[src/rtl/seg_scan_pkg.sv]
// Shared types and active-low glyph constants for the segment scan controller.
// Segment vectors are ordered [0:6] = a..g; a 0 bit lights the segment.
package seg_scan_pkg;

   typedef logic [3:0] digit_t;
   typedef logic [0:6] seg_t;

   localparam seg_t GLYPH_0     = 7'b0000001;
   localparam seg_t GLYPH_1     = 7'b1001111;
   localparam seg_t GLYPH_2     = 7'b0010010;
   localparam seg_t GLYPH_3     = 7'b0000110;
   localparam seg_t GLYPH_4     = 7'b1001100;
   localparam seg_t GLYPH_5     = 7'b0100100;
   localparam seg_t GLYPH_6     = 7'b0100000;
   localparam seg_t GLYPH_7     = 7'b0001111;
   localparam seg_t GLYPH_8     = 7'b0000000;
   localparam seg_t GLYPH_9     = 7'b0000100;
   localparam seg_t GLYPH_A     = 7'b0001000;
   localparam seg_t GLYPH_B     = 7'b1100000;
   localparam seg_t GLYPH_C     = 7'b0110001;
   localparam seg_t GLYPH_D     = 7'b1000010;
   localparam seg_t GLYPH_E     = 7'b0110000;
   localparam seg_t GLYPH_F     = 7'b0111000;
   localparam seg_t GLYPH_DASH  = 7'b1111110;
   localparam seg_t GLYPH_BLANK = 7'b1111111;

endpackage

[src/rtl/seg7_decode.sv]
// Combinational digit-code to active-low 7-segment decoder.
// Codes above 9 show hex letters when hex=1, otherwise a dash.
module seg7_decode
   import seg_scan_pkg::*;
(
   input  digit_t code,
   input  logic   hex,
   input  logic   blank,
   output seg_t   seg
);

   always_comb begin
      seg = GLYPH_BLANK;
      if (!blank) begin
         case (code)
            4'h0:    seg = GLYPH_0;
            4'h1:    seg = GLYPH_1;
            4'h2:    seg = GLYPH_2;
            4'h3:    seg = GLYPH_3;
            4'h4:    seg = GLYPH_4;
            4'h5:    seg = GLYPH_5;
            4'h6:    seg = GLYPH_6;
            4'h7:    seg = GLYPH_7;
            4'h8:    seg = GLYPH_8;
            4'h9:    seg = GLYPH_9;
            4'hA:    seg = hex ? GLYPH_A : GLYPH_DASH;
            4'hB:    seg = hex ? GLYPH_B : GLYPH_DASH;
            4'hC:    seg = hex ? GLYPH_C : GLYPH_DASH;
            4'hD:    seg = hex ? GLYPH_D : GLYPH_DASH;
            4'hE:    seg = hex ? GLYPH_E : GLYPH_DASH;
            default: seg = hex ? GLYPH_F : GLYPH_DASH;
         endcase
      end
   end

endmodule

[src/rtl/seg_scan_ctrl.sv]
// Multiplexed 7-segment scan controller with double-buffered digits, PWM brightness
// and leading-zero blanking. Define SEG_SCAN_BLINK_EN for per-digit blinking.
module seg_scan_ctrl
   import seg_scan_pkg::*;
#(
   parameter int NDIG       = 4,
   parameter int CDBITS     = 18,
   parameter int BW         = 3,
   parameter int HEX        = 0,
   parameter int BLINK_LOG2 = 6
)(
   input  logic              ck,
   input  logic              rst_n,
   input  logic              en,
   input  logic              load,
   input  logic [4*NDIG-1:0] data,
   input  logic [NDIG-1:0]   dp,
   input  logic              lzb,
   input  logic [BW-1:0]     bright,
`ifdef SEG_SCAN_BLINK_EN
   input  logic [NDIG-1:0]   blink,
`endif
   output logic [0:6]        seg,
   output logic              dp_n,
   output logic [NDIG-1:0]   an,
   output logic              frame_done
);

   localparam int IW = $clog2(NDIG);

   if (NDIG < 2 || NDIG > 8 || BW < 1 || BW >= CDBITS || BLINK_LOG2 < 0) begin : g_bad_param
      $error("seg_scan_ctrl: illegal parameter combination");
   end

   logic [CDBITS-1:0]       pc_q, pc_d;
   logic [IW-1:0]           idx_q, idx_d;
   logic                    pend_q, pend_d;
   logic [NDIG-1:0][3:0]    pbuf_q, pbuf_d, dbuf_q, dbuf_d;
   logic [NDIG-1:0]         pdp_q, pdp_d, ddp_q, ddp_d;
   seg_t                    seg_q, seg_d;
   logic                    dp_n_q, dp_n_d;
   logic [NDIG-1:0]         an_q, an_d;
   logic                    fd_q, fd_d;

   logic                    tick, boundary, lit, blink_off, lz_run;
   logic [BW-1:0]           ph;
   logic [NDIG-1:0]         lz_mask;
   seg_t                    seg_dec;

   assign tick     = &pc_q;
   assign boundary = tick && (idx_q == IW'(NDIG-1));
   assign ph       = pc_q[CDBITS-1 -: BW];

   // Counters and the pending/display double buffer.
   always_comb begin
      pc_d   = pc_q + CDBITS'(1);
      idx_d  = idx_q;
      pend_d = pend_q;
      pbuf_d = pbuf_q;
      pdp_d  = pdp_q;
      dbuf_d = dbuf_q;
      ddp_d  = ddp_q;
      if (tick)
         idx_d = (idx_q == IW'(NDIG-1)) ? '0 : idx_q + IW'(1);
      if (boundary && pend_q) begin
         dbuf_d = pbuf_q;
         ddp_d  = pdp_q;
         pend_d = 1'b0;
      end
      // A load on the boundary cycle stays pending while the older value moves over.
      if (load) begin
         pbuf_d = data;
         pdp_d  = dp;
         pend_d = 1'b1;
      end
   end

   // Leading zeros blank from the top digit down; digit 0 always shows.
   always_comb begin
      lz_run  = lzb;
      lz_mask = '0;
      for (int k = NDIG-1; k > 0; k--) begin
         lz_run     = lz_run && (dbuf_q[k] == 4'h0);
         lz_mask[k] = lz_run;
      end
   end

`ifdef SEG_SCAN_BLINK_EN
   logic [BLINK_LOG2:0] fcnt_q, fcnt_d;

   assign fcnt_d    = boundary ? fcnt_q + (BLINK_LOG2+1)'(1) : fcnt_q;
   assign blink_off = fcnt_q[BLINK_LOG2] && blink[idx_q];

   always_ff @(posedge ck or negedge rst_n) begin
      if (!rst_n) fcnt_q <= '0;
      else        fcnt_q <= fcnt_d;
   end
`else
   assign blink_off = 1'b0;
`endif

   seg7_decode u_dec (
      .code  (dbuf_q[idx_q]),
      .hex   (HEX != 0),
      .blank (lz_mask[idx_q] | blink_off),
      .seg   (seg_dec)
   );

   // Phase 0 of each slot is dead time so the previous digit's glyph never ghosts.
   always_comb begin
      lit    = en && (ph != '0) && (ph <= bright);
      an_d   = '1;
      if (lit)
         an_d[idx_q] = 1'b0;
      seg_d  = seg_dec;
      dp_n_d = ~ddp_q[idx_q] | blink_off;
      fd_d   = boundary;
   end

   always_ff @(posedge ck or negedge rst_n) begin
      if (!rst_n) begin
         pc_q   <= '0;
         idx_q  <= '0;
         pend_q <= 1'b0;
         pbuf_q <= '0;
         pdp_q  <= '0;
         dbuf_q <= '0;
         ddp_q  <= '0;
         seg_q  <= GLYPH_BLANK;
         dp_n_q <= 1'b1;
         an_q   <= '1;
         fd_q   <= 1'b0;
      end else begin
         pc_q   <= pc_d;
         idx_q  <= idx_d;
         pend_q <= pend_d;
         pbuf_q <= pbuf_d;
         pdp_q  <= pdp_d;
         dbuf_q <= dbuf_d;
         ddp_q  <= ddp_d;
         seg_q  <= seg_d;
         dp_n_q <= dp_n_d;
         an_q   <= an_d;
         fd_q   <= fd_d;
      end
   end

   assign seg        = seg_q;
   assign dp_n       = dp_n_q;
   assign an         = an_q;
   assign frame_done = fd_q;

endmodule

[config.mk]
export PLATFORM = sky130hd
export DESIGN_NAME = seg_scan_ctrl
export DESIGN_NICKNAME = d
export VERILOG_FILES = /design/src/rtl/seg_scan_pkg.sv /design/src/rtl/seg7_decode.sv /design/src/rtl/seg_scan_ctrl.sv
export SDC_FILE = /design/constraint.sdc
export NUM_CORES = 1
export LEC_CHECK = 0
export BUFFER_PORTS_ARGS = -buffer_cell sky130_fd_sc_hd__buf_4
export CORE_AREA = 2 2 86 88
export CTS_BUF_LIST = sky130_fd_sc_hd__clkbuf_4 sky130_fd_sc_hd__clkbuf_8
export CTS_CLUSTER_SIZE = 40
export DETAILED_ROUTE_END_ITERATION = 10
export DIE_AREA = 0 0 88 90
export GPL_ROUTABILITY_DRIVEN = 0
export GPL_TIMING_DRIVEN = 0
export HOLD_SLACK_MARGIN = 0.15
export PLACE_DENSITY_LB_ADDON = 0.12
export SYNTH_ARGS = -nofsm -noshare
export SYNTH_HDL_FRONTEND = slang
export SYNTH_HIERARCHICAL = 1
export SYNTH_SLANG_ARGS = --single-unit
[constraint.sdc]
create_clock -name ck -period 3.15 [get_ports ck]
set_input_delay 0.7875 -clock ck [delete_from_list [all_inputs] [get_ports ck]]
set_output_delay 0.7875 -clock ck [all_outputs]
set_load 0.03 [all_outputs]
Yosys cells after proc, flatten, opt, wreduce, memory -nomap -nowiden:

Index checks and enable logic that the tools add are counted.

* add/subtract/negate cells: 2
* magnitude comparators: 3
* eq/ne operators: 10
* multiplexer cells: 14
* bitwise gates (word level): 2
* reductions and logical operators: 15

Operator list (count)
* 7-bit case mux with 10 select lines: 1
* 18-bit by 1-bit adder with 18-bit output (second input constant): 1
* 18-bit AND reduction: 1
* 4-bit by 3-bit equality test with 1-bit output (second input constant): 4
* 4-bit zero test: 4
* 4-bit binary-select mux with 2-bit select: 1
* 4-bit by 2-bit equality test with 1-bit output (second input constant): 2
* 4-bit equality test (second input constant): 2
* 1-bit logical AND: 8
* 4-bit two-way mux: 2
* 7-bit two-way mux: 1
* 1-bit two-way mux: 5
* 1-bit binary-select mux with 2-bit select: 2
* 4-bit by 1-bit equality test with 1-bit output (second input constant): 1
* 4-bit NOT: 1
* 3-bit less-or-equal comparator: 1
* 2-bit by 3-bit < comparator with 1-bit output (second input constant): 1
* 3-bit nonzero test: 1
* 2-bit by 1-bit adder with 2-bit output (second input constant): 1
* 1-bit demux with 2-bit select: 1
* 2-bit equality test (second input constant): 1
* 2-bit by 1-bit greater-or-equal comparator with 1-bit output (second input constant): 1
* 2-bit two-way mux: 1
* 2-bit nonzero test: 1
* 1-bit NOT: 1

* flip-flop bits (word level): 74
* input bits: 28
* output and inout port bits: 13
* logic and storage cells: 63

Longest topological paths before layout:

Gate-level depths: netlist (run 1).

* depth in word-level cells: 7
* mapped depth: 6
* mapped depth without buffers: 6

Cells and area by module:

Netlist (run 1), hierarchy kept.

By module, submodules not included
* seg_scan_ctrl: times used 1, cells an instance 206, area each 3129.3 um2, sequential area each 1866.8 um2
* seg7_decode: times used 1, cells an instance 46, area each 280.3 um2, sequential area each 0.0 um2

Least setup slack after synthesis (run 1):

Ideal clock, no wire load.

* kind: register -> register
* start point: register idx_q[0]
* end point: register seg_q[3], in the netlist seg[3]
* setup time: 82 ps
* arrival time: 1971 ps
* required time: 3068 ps
* setup slack: 1097 ps
* cell stages (with the launch flop): 6
* path buffers: 2
* period minus slack after synthesis: 2053 ps
* path through: dfrtp_1 -> clkbuf_1 -> mux4_2 -> buf_4 -> a31o_1 -> a211o_1

* cells in the longest elaborated chain, start to end: 5
* elaborated cells between the ends (all ways): 16
* those cells by class: 9 x eq/ne; 6 x mux; 1 x reduce/logical

Ends and longest elaborated chain
* start, declared: RTL line seg_scan_ctrl.sv:36 `logic [IW-1:0] idx_q, idx_d;`
* start signal, assigned: RTL line seg_scan_ctrl.sv:135 `idx_q <= idx_d;`
* 4-bit binary-select mux with 2-bit select: RTL line seg_scan_ctrl.sv:103 `.code (dbuf_q[idx_q]),`
* 4-bit two-way mux (implied by the code): RTL line seg_scan_ctrl.sv:103
* 4-bit equality test, or another cell as far along: RTL line seg7_decode.sv:15 `case (code)`
* 7-bit case mux with 10 select lines: RTL line seg7_decode.sv:15
* 7-bit two-way mux *: RTL line seg7_decode.sv:14 `if (!blank) begin`
* named net seg_d[3]: RTL line seg_scan_ctrl.sv:40 `seg_t seg_q, seg_d;`
* end signal, assigned: RTL line seg_scan_ctrl.sv:141 `seg_q <= seg_d;`
* end, declared: RTL line seg_scan_ctrl.sv:40

The timed path passes the listed nets; every way through them passes the cells marked *. The select of a mux whose other input is x is not followed.
A chain may end at the register's enable or synchronous reset.

Worst setup path in the final report (run 1):

Same ends and word-level chain as after synthesis.

==> reports/results.tsv, run 1 <==
metric	value	unit
final setup vio count	0	
Synth cell types	45	
Fmax	431	MHz
final worst setup slack	0.830	ns
RSZ-0062 raised after global routing	false	
Synth Cell Area	3410	um^2
Hold Crit Start	pc_q[0]	
vias in the first global route	2132	
Detailed Route Iter0 Violations	70	
Root Buffer	clkbuf_8	
cell taking the most area after synthesis	dfrtp_1	
Clock Pin Slew Worst Setup and Hold Paths	0.08	ns
Clock Tree Buf Depth	2	
Finished Core Util	58.1	%
ANT cells	0	
R2R Path End	seg[3]	
largest net degree at the start of global routing	75	
final HPWL from detailed placement	3880	um
grt total ovfl	0	
Reg area	1870	um^2
Pins Over Slew Limit	0	
Area contributors post-synth	dfrtp_1 46%, dfstp_2 9.2%, mux2_4 8.8%	
reg2reg path depth	5	
IO Count	41	
Slew Limit Headroom	40.8	%
Clock Power Share	42.5	%
IO buf count	40	
Avg WL per Cell	13.8	um
TritonCTS clock tree	built	
first-pass GRT wire length	10000	um
internal power	1.47	mW
clk_lat worst skew	0.34	ns
#FFs+latches synth	74	
worst min path class	flip-flop to flip-flop	
Vias	2062	
NetSw	0.399	mW
Crit. End Element	flip-flop	
total global-route track usage	16.4	%
flop-to-flop setup slack	0.83	ns
Post-synth ARST share	100	%
Via density	4.98	
Worst Hold End	pc_q[0]	
initial antenna violation count	0	
status	finished clean	
number of failing hold endpoints at the final stage	0	
Max VDD drop	227	uV
nets@finish	346	
crit share post-route	73.7	%
setup repair bufs after CTS	0	
R2R Path Start	idx_q[0]	
remaining routing DRC violations	0	
Fill cells	569	
area occupied by multi-input gates	1460	um^2
Die ar.	7920	um^2
Worst EP required	3.41	ns
CP max FO	10	
post-route ant nets	0	
drt total wl	5700	um
combinational power share	4.5	%
min Tclk post-route	2.32	ns
top-area cell type share of the netlist area	45.5	%
CP arrival	2.58	ns
area grow syn2layout	19.6	%
commonest cells in the netlist	62 x dfrtp_1, 23 x mux2_2, 20 x mux2_4	
ys flop type	dfrtp_1	
CP Launch Type	flip-flop	
power density over the cells	458	nW/um^2
kind of critical path	flip-flop to flip-flop	
setup TNS	0	ns
switch share	21.4	%
Synth warnings	6	
Core ar.	7020	um^2
sequential area share after synthesis	54.8	%
Post-CTS Hold Buffers	0	
EDFF count, synth	0	
sequential share of power	53.0	%
Max-cap violations	0	
H-Tree Depth	3	
post-place setup slack	0.836	ns
post-CTS sizing	0	
total clock sinks	74	
Initial Util	48.6	%
row count	31	
Least-Margin Pin Slew	0.888	ns
average cell area after synthesis	13.5	um^2
TritonCTS Buffers	9	
clk_skew	0.00511	ns
LEAKAGE	1.98	nW
Die Span Y	90	um
share of layout cells above drive strength 1	41.6	%
cell count after synthesis	252	
width of the die	88	um
drt pass-1 iters	4	
top-count cell post-synth	dfrtp_1	
Worst Hold Path Cells	1	
==> cell usage in the layout, fill, tap and decap left out, types with 3 or more instances in the layout <==
cell type  count
a21oi_1        4
buf_4         42
buf_6          3
clkbuf_1       4
clkbuf_8       9
conb_1         8
dfrtp_1       62
dfstp_2       12
ha_1           8
inv_1         12
mux2_2        23
mux2_4        20
mux4_2         5
nand2_1       10
nand3_1       10
nand4_1        3
nor2_1        10
nor4_1         3
o21ai_0        9
xnor2_1       10
xor2_1         7
==> power groups by stage <==
stage | combinational [mW] | sequential (mW) | clock, mW
6_report | 0.0842 | 0.989 | 0.793
5_1_grt | 0.0964 | 0.993 | 0.864
4_1_cts | 0.0872 | 0.990 | 0.820
3_5_place_dp | 0.0866 | 1.01 | 0
3_3_place_gp | 0.0850 | 1.01 | 0
2_1_floorplan | 0.0376 | 1.00 | 0
==> layout make-up <==
class                           instances  share of cell area [%]
Sequential cell                        74                    45.8
Multi-Input combinational cell        163                    35.7
Timing Repair Buffer                   40                    7.36
Clock buffer                            9                    3.04
Tap cell                               99                    3.04
Clock inverter                          7                    2.30
Buffer                                 10                    1.69
Inverter                               12                    1.10
==> stage by stage <==
| step | instance area [um^2] | hold slack (ns) | cells | power [mW] |
|---|---|---|---|---|
| global route | 4080 | 0.492 | 414 | 1.95 |
| finish | 4080 | 0.477 | 414 | 1.87 |
| CTS | 4080 | 0.487 | 414 | 1.90 |
| detailed placement | 3860 | 0.475 | 398 | 1.09 |
| global placement | 3860 | 0.464 | 398 | 1.09 |
| floorplan | 3440 | 0.443 | 259 | 1.04 |
==> routing by layer <==
layer / track usage, % / wire (um) / vias to the layer above
met5: 0 / 0 / -
met4: 6.15 / 32 / 0
met3: 4.22 / 244 / 2
met2: 23.8 / 2700 / 41
met1: 23.5 / 2730 / 1022
li1: - / - / 997
==> sequential cells by signal, summed over array words and instances (netlist names), 2 cells and up <==
name	flops
dbuf_q	16
pc_q	18
seg	7
ddp_q	4
pdp_q	4
idx_q	2
pbuf_q	16
an	4
==> worst max-delay path, stage by stage, from the launching register on <==
cell and delay [ns]:
dfrtp_1 0.38, clkbuf_1 0.51, mux4_2 0.67, buf_4 0.21, a31o_1 0.20, a211o_1 0.28
==> worst max path at each step <==
stage,start,end,depth (start not counted),slack (ns)
after floorplan,idx_q[0],seg[3],5,1.10
after global placement,idx_q[0],seg[3],5,0.86
after detailed placement,idx_q[0],seg[6],6,0.84
after CTS,idx_q[0],seg[3],5,0.81
after global routing,idx_q[0],seg[0],6,0.68
final,idx_q[0],seg[3],5,0.83
==> cell families (layout without fill, tap and decap cells) <==
family | after synthesis | after routing | synth area share [%]
xor+xnor | 17 | 17 | 4.37
flops | 74 | 74 | 54.8
other cells | 1 | 8 | 0.110
simple gates | 55 | 55 | 9.73
buf+inv | 22 | 78 | 3.34
compound gates | 27 | 27 | 5.06
mux | 48 | 48 | 19.7
fa+ha+maj | 8 | 8 | 2.94
Note: power is estimated with default switching activity, not from simulation.
==> inputs of run 2 (changes only) <==
Clock period 3.15 ns to 1.88 ns, I/O delays scaled along.
==> reports/results.tsv, run 2 (synthesized netlist as in run 1, its figures left out) <==
metric	value	unit
post-route ant nets	0	
H-Tree Depth	3	
RSZ-0062 raised after global routing	true	
status	finished clean	
width of the die	88	um
clk_lat worst skew	0.34	ns
final worst setup slack	0.0383	ns
Post-CTS Hold Buffers	0	
CP max FO	7	
Max VDD drop	553	uV
IO buf count	40	
post-place setup slack	-0.183	ns
R2R Path Start	idx_q[0]	
Core ar.	7020	um^2
commonest non-fill, non-tap cell in the layout	dfrtp_1	
row count	31	
CP arrival	2.11	ns
TritonCTS Buffers	9	
most frequent cells in the layout	62 x dfrtp_1, 47 x buf_4, 23 x mux2_2	
Initial Util	48.6	%
drt pass-1 iters	4	
initial antenna violation count	0	
drt total wl	5790	um
min Tclk post-route	1.84	ns
CP peak stage delay	0.59	ns
number of failing hold endpoints at the final stage	0	
Avg WL per Cell	13.7	um
Vias	2101	
nets@finish	354	
sum of buffers and inverters on the critical path	2	
Placed Cells	398	
CP max-delay cell	mux4_2	
total global-route track usage	16.2	%
final setup vio count	0	
LEAKAGE	2.07	nW
CP cell instances	buf_8, mux4_2, buf_6, a31o_1, a211o_1	
ANT cells	0	
vias in the first global route	2072	
Finished Core Util	60.3	%
Top reg by flops	pc_q	
total chip power	3.42	mW
IO Count	41	
area grow syn2layout	24.3	%
Detailed Route Iter0 Violations	59	
Slew Limit Headroom	39.2	%
Fmax	543	MHz
largest registers	pc_q: 18 flops, dbuf_q: 16 flops, pbuf_q: 16 flops	
Pins Over Slew Limit	0	
Clock Tree Buf Depth	2	
Max-cap violations	0	
Die ar.	7920	um^2
power density over the cells	807	nW/um^2
crit share post-route	98.0	%
Die Span Y	90	um
CP Launch Type	flip-flop	
first-pass GRT wire length	9860	um
share of layout cells above drive strength 1	44.9	%
clk_skew	0.00814	ns
worst min path class	input pin to async pin	
Via density	4.98	
max reg flops	18	
final HPWL from detailed placement	3870	um
Least-Margin Pin Slew	0.912	ns
Final Non-Filler Cells	422	
kind of critical path	flip-flop to flip-flop	
remaining routing DRC violations	0	
Root Buffer	clkbuf_8	
Worst EP required	2.15	ns
Critical Path Start	idx_q[0]	
grt total ovfl	0	
total clock sinks	74	
TritonCTS clock tree	built	
largest net degree at the start of global routing	75	
Clock Pin Slew Worst Setup and Hold Paths	0.08	ns
Crit. End Element	flip-flop	
CP top delay family	multiplexers	
==> run 2: timing repair <==
item / in CTS / in global routing
gates resized for setup: 2 / 13
endpoints found under the setup margin: 7 / 27
cloned: 0 / 1
setup buffers: 5 / 3
pin swaps: 0 / 4
==> run 2: final cells by class <==
| cell class | count | area (um^2) |
|---|---|---|
| fillers | 548 | 2780 |
| flip-flops and latches | 74 | 1870 |
| multi-input cells | 163 | 1480 |
| repair buffers | 49 | 369 |
| clock inverters | 7 | 141 |
| clock buffers | 9 | 124 |
| well taps | 99 | 124 |
| plain buffers | 9 | 90.1 |
| inverters | 12 | 45.0 |
==> run 2: report_power, final <==
part           total (mW)  switching, mW  internal, mW
logic               0.142         0.0616        0.0802
registers            1.66         0.0228          1.63
clock network        1.62          0.602          1.02
==> run 2: metrics by stage <==
step | cell area [um^2] | hold WS [ns] | TNS, ns
final | 4240 | 0.247 | 0
after floorplan | 3440 | 0.174 | 0
after global routing | 4240 | 0.319 | -0.0597
after CTS | 4170 | 0.294 | 0
after global placement | 3860 | 0.463 | -0.853
after detailed placement | 3860 | 0.467 | -0.948
==> run 2: path summary, 6_finish.rpt <==
check,depth (start not counted),slack (ns),endpoint
max in group asynchronous,1,1.03,dbuf_q[3]
setup / recovery,5,0.04,seg[3]
min in group ck,2,0.35,pdp_q[3]
setup reg to reg,5,0.04,seg[3]
hold reg to reg,1,0.48,pc_q[0]
hold / removal,1,0.25,pc_q[15]
==> run 2: metal layers <==
layer	share of wire [%]	vias up	global-route usage, %
met5	0	-	0
met4	0.85	0	6.03
met3	4.4	4	5.05
met2	46	48	23.1
met1	49	1035	23.2
li1	-	1014	-
==> inputs of run 3 (changes only) <==
Settings changed: ABC_AREA from default to 1, CORE_AREA 2 2 86 88 to 2 2 88 90, DIE_AREA 0 0 88 90 to 0 0 90 92.
==> reports/results.tsv, run 3 <==
metric	value	unit
number of failing hold endpoints at the final stage	0	
Crit. End Element	flip-flop	
post-route ant nets	0	
#FFs+latches synth	74	
commonest non-fill, non-tap cell in the layout	nand2_1	
Pins Over Slew Limit	0	
Worst EP required	2.15	ns
crit share post-route	95.3	%
area grow syn2layout	24.5	%
Max-cap violations	0	
Synth warnings	6	
top-count cell post-synth	nand2_1	
Synth Cell Area	3590	um^2
most frequent cells in the layout	140 x nand2_1, 61 x dfrtp_1, 50 x buf_4	
cell taking the most area after synthesis	dfrtp_1	
Least-Margin Pin Slew	0.886	ns
Initial Util	48.2	%
Die Span Y	92	um
Via density	4.91	
status	finished clean	
CP max FO	10	
Vias	2893	
total global-route track usage	19.0	%
initial antenna violation count	0	
Root Buffer	clkbuf_8	
Area contributors post-synth	dfrtp_1 43%, nand2_1 15%, dfstp_2 8.8%	
DP Area	4030	um^2
first-pass GRT wire length	12600	um
Detailed Route Iter0 Violations	98	
CP max-delay cell	dfrtp_1	
EDFF count, synth	0	
final setup vio count	0	
Clock Pin Slew Worst Setup and Hold Paths	0.08	ns
width of the die	90	um
final HPWL from detailed placement	4920	um
drt total wl	7170	um
CP cell instances	buf_6, inv_4, buf_8, nor2_2, o32ai_4, buf_12, nand2_2, inv_2, nand3_1, nand2_2, nor2_1, nand3_1	
Clock Tree Buf Depth	2	
remaining routing DRC violations	0	
CP peak stage delay	0.39	ns
kind of critical path	flip-flop to flip-flop	
TritonCTS clock tree	built	
Slew Limit Headroom	41.0	%
vias in the first global route	2827	
commonest cells in the netlist	143 x nand2_1, 62 x dfrtp_1, 43 x nand3_1	
Synth cell types	38	
ANT cells	0	
nets@finish	518	
WHS	0.240	ns
Reg area	1870	um^2
total chip power	3.40	mW
Fmax	558	MHz
max reg flops	18	
min Tclk post-route	1.79	ns
top-area cell type share of the netlist area	43.2	%
row count	32	
clk_skew	0.00923	ns
Final Cell Area	4470	um^2
total clock sinks	74	
setup TNS	0	ns
Post-CTS Hold Buffers	0	
drt pass-1 iters	6	
CP arrival	2.06	ns
clk_lat worst skew	0.35	ns
power density over the cells	760	nW/um^2
Post-synth ARST share	100	%
TritonCTS Buffers	9	
cell count after synthesis	420	
CP Launch Type	flip-flop	
sequential area share after synthesis	52.0	%
share of layout cells above drive strength 1	26.7	%
IO Count	41	
LEAKAGE	2.30	nW
IO buf count	40	
grt total ovfl	0	
largest net degree at the start of global routing	75	
largest registers	pc_q: 18 flops, dbuf_q: 16 flops, pbuf_q: 16 flops	
Finished Core Util	60.0	%
Avg WL per Cell	12.2	um
worst min path class	input pin to async pin	
Top reg by flops	pc_q	
H-Tree Depth	3	
area occupied by multi-input gates	1580	um^2
ys flop type	dfrtp_1	
Max VDD drop	571	uV
Die ar.	8280	um^2
Core ar.	7450	um^2
Fill cells	725	
average cell area after synthesis	8.55	um^2
-- run 3: cell count changes in the layout (fill, tap and decap cells not counted), moves of 8 or more --
cell,before,now
inv_1,12,22
nand2_1,10,140
mux2_4,20,0
nor2_1,8,29
inv_2,0,8
mux2_2,23,0
nand2_2,0,10
nand3_1,10,42
-- run 3: cell type report --
cell class	count	area share [%]
Buffer	13	2.66
Clock buffer	9	2.77
Clock inverter	7	3.16
Inverter	32	2.80
Multi-Input combinational cell	302	35.3
Sequential cell	74	41.8
Tap cell	102	2.85
Timing Repair Buffer	50	8.67
-- run 3: worst max-delay path, delay by kind of cell, from the launching register on --
family / cells / cell delay (ns)
DFF: 1 / 0.39
and+or+nand+nor: 6 / 0.65
buffers and inverters: 5 / 0.57
AOI/OAI and AO/OA: 1 / 0.12
-- run 3: power breakdown --
part	total, mW	internal [mW]	switching (mW)
clock	1.62	1.02	0.601
sequential	1.65	1.63	0.0207
combinational	0.132	0.0569	0.0752
total	3.40	2.70	0.697
-- run 3: repair_timing --
item | in CTS | in global routing
endpoints found under the setup margin | 7 | 6
pin swaps | 0 | 4
buffers inserted | 0 | 10
gates resized for setup | 10 | 22
-- run 3: through the flow --
stage          cells  setup WS [ns]
5_1_grt          589        -0.0306
3_5_place_dp     563         -0.247
3_3_place_gp     563         -0.208
6_report         589         0.0888
2_1_floorplan    421         0.0930
4_1_cts          579         0.0276
-- run 3: cell families after synthesis --
family | synth area share (%)
AOI/OAI and AO/OA | 4.95
xor gates and xnor gates | 3.66
adders and majority gates | 2.79
buffers and inverters | 6.20
DFF | 52.0
other | 0.104
and+or+nand+nor | 30.3
-- run 3: path summary, 6_finish.rpt --
path,startpoint,endpoint,slack [ns],cells after the start
max,idx_q[0],seg[5],0.09,12
min,rst_n,pc_q[2],0.24,1
max reg2reg,idx_q[0],seg[5],0.09,12
min reg2reg,pbuf_q[13],pbuf_q[13],0.48,2
max in group asynchronous,rst_n,idx_q[1],1.02,1
min in group ck,data[7],pbuf_q[7],0.31,3
-- run 3: metal layers --
layer | share of wire (%) | GRT usage [%] | vias to the layer above
li1 | - | - | 1468
met1 | 45 | 24.9 | 1344
met2 | 49 | 31.0 | 72
met3 | 4.4 | 3.37 | 9
met4 | 1.8 | 8.33 | 0
met5 | 0 | 0 | -
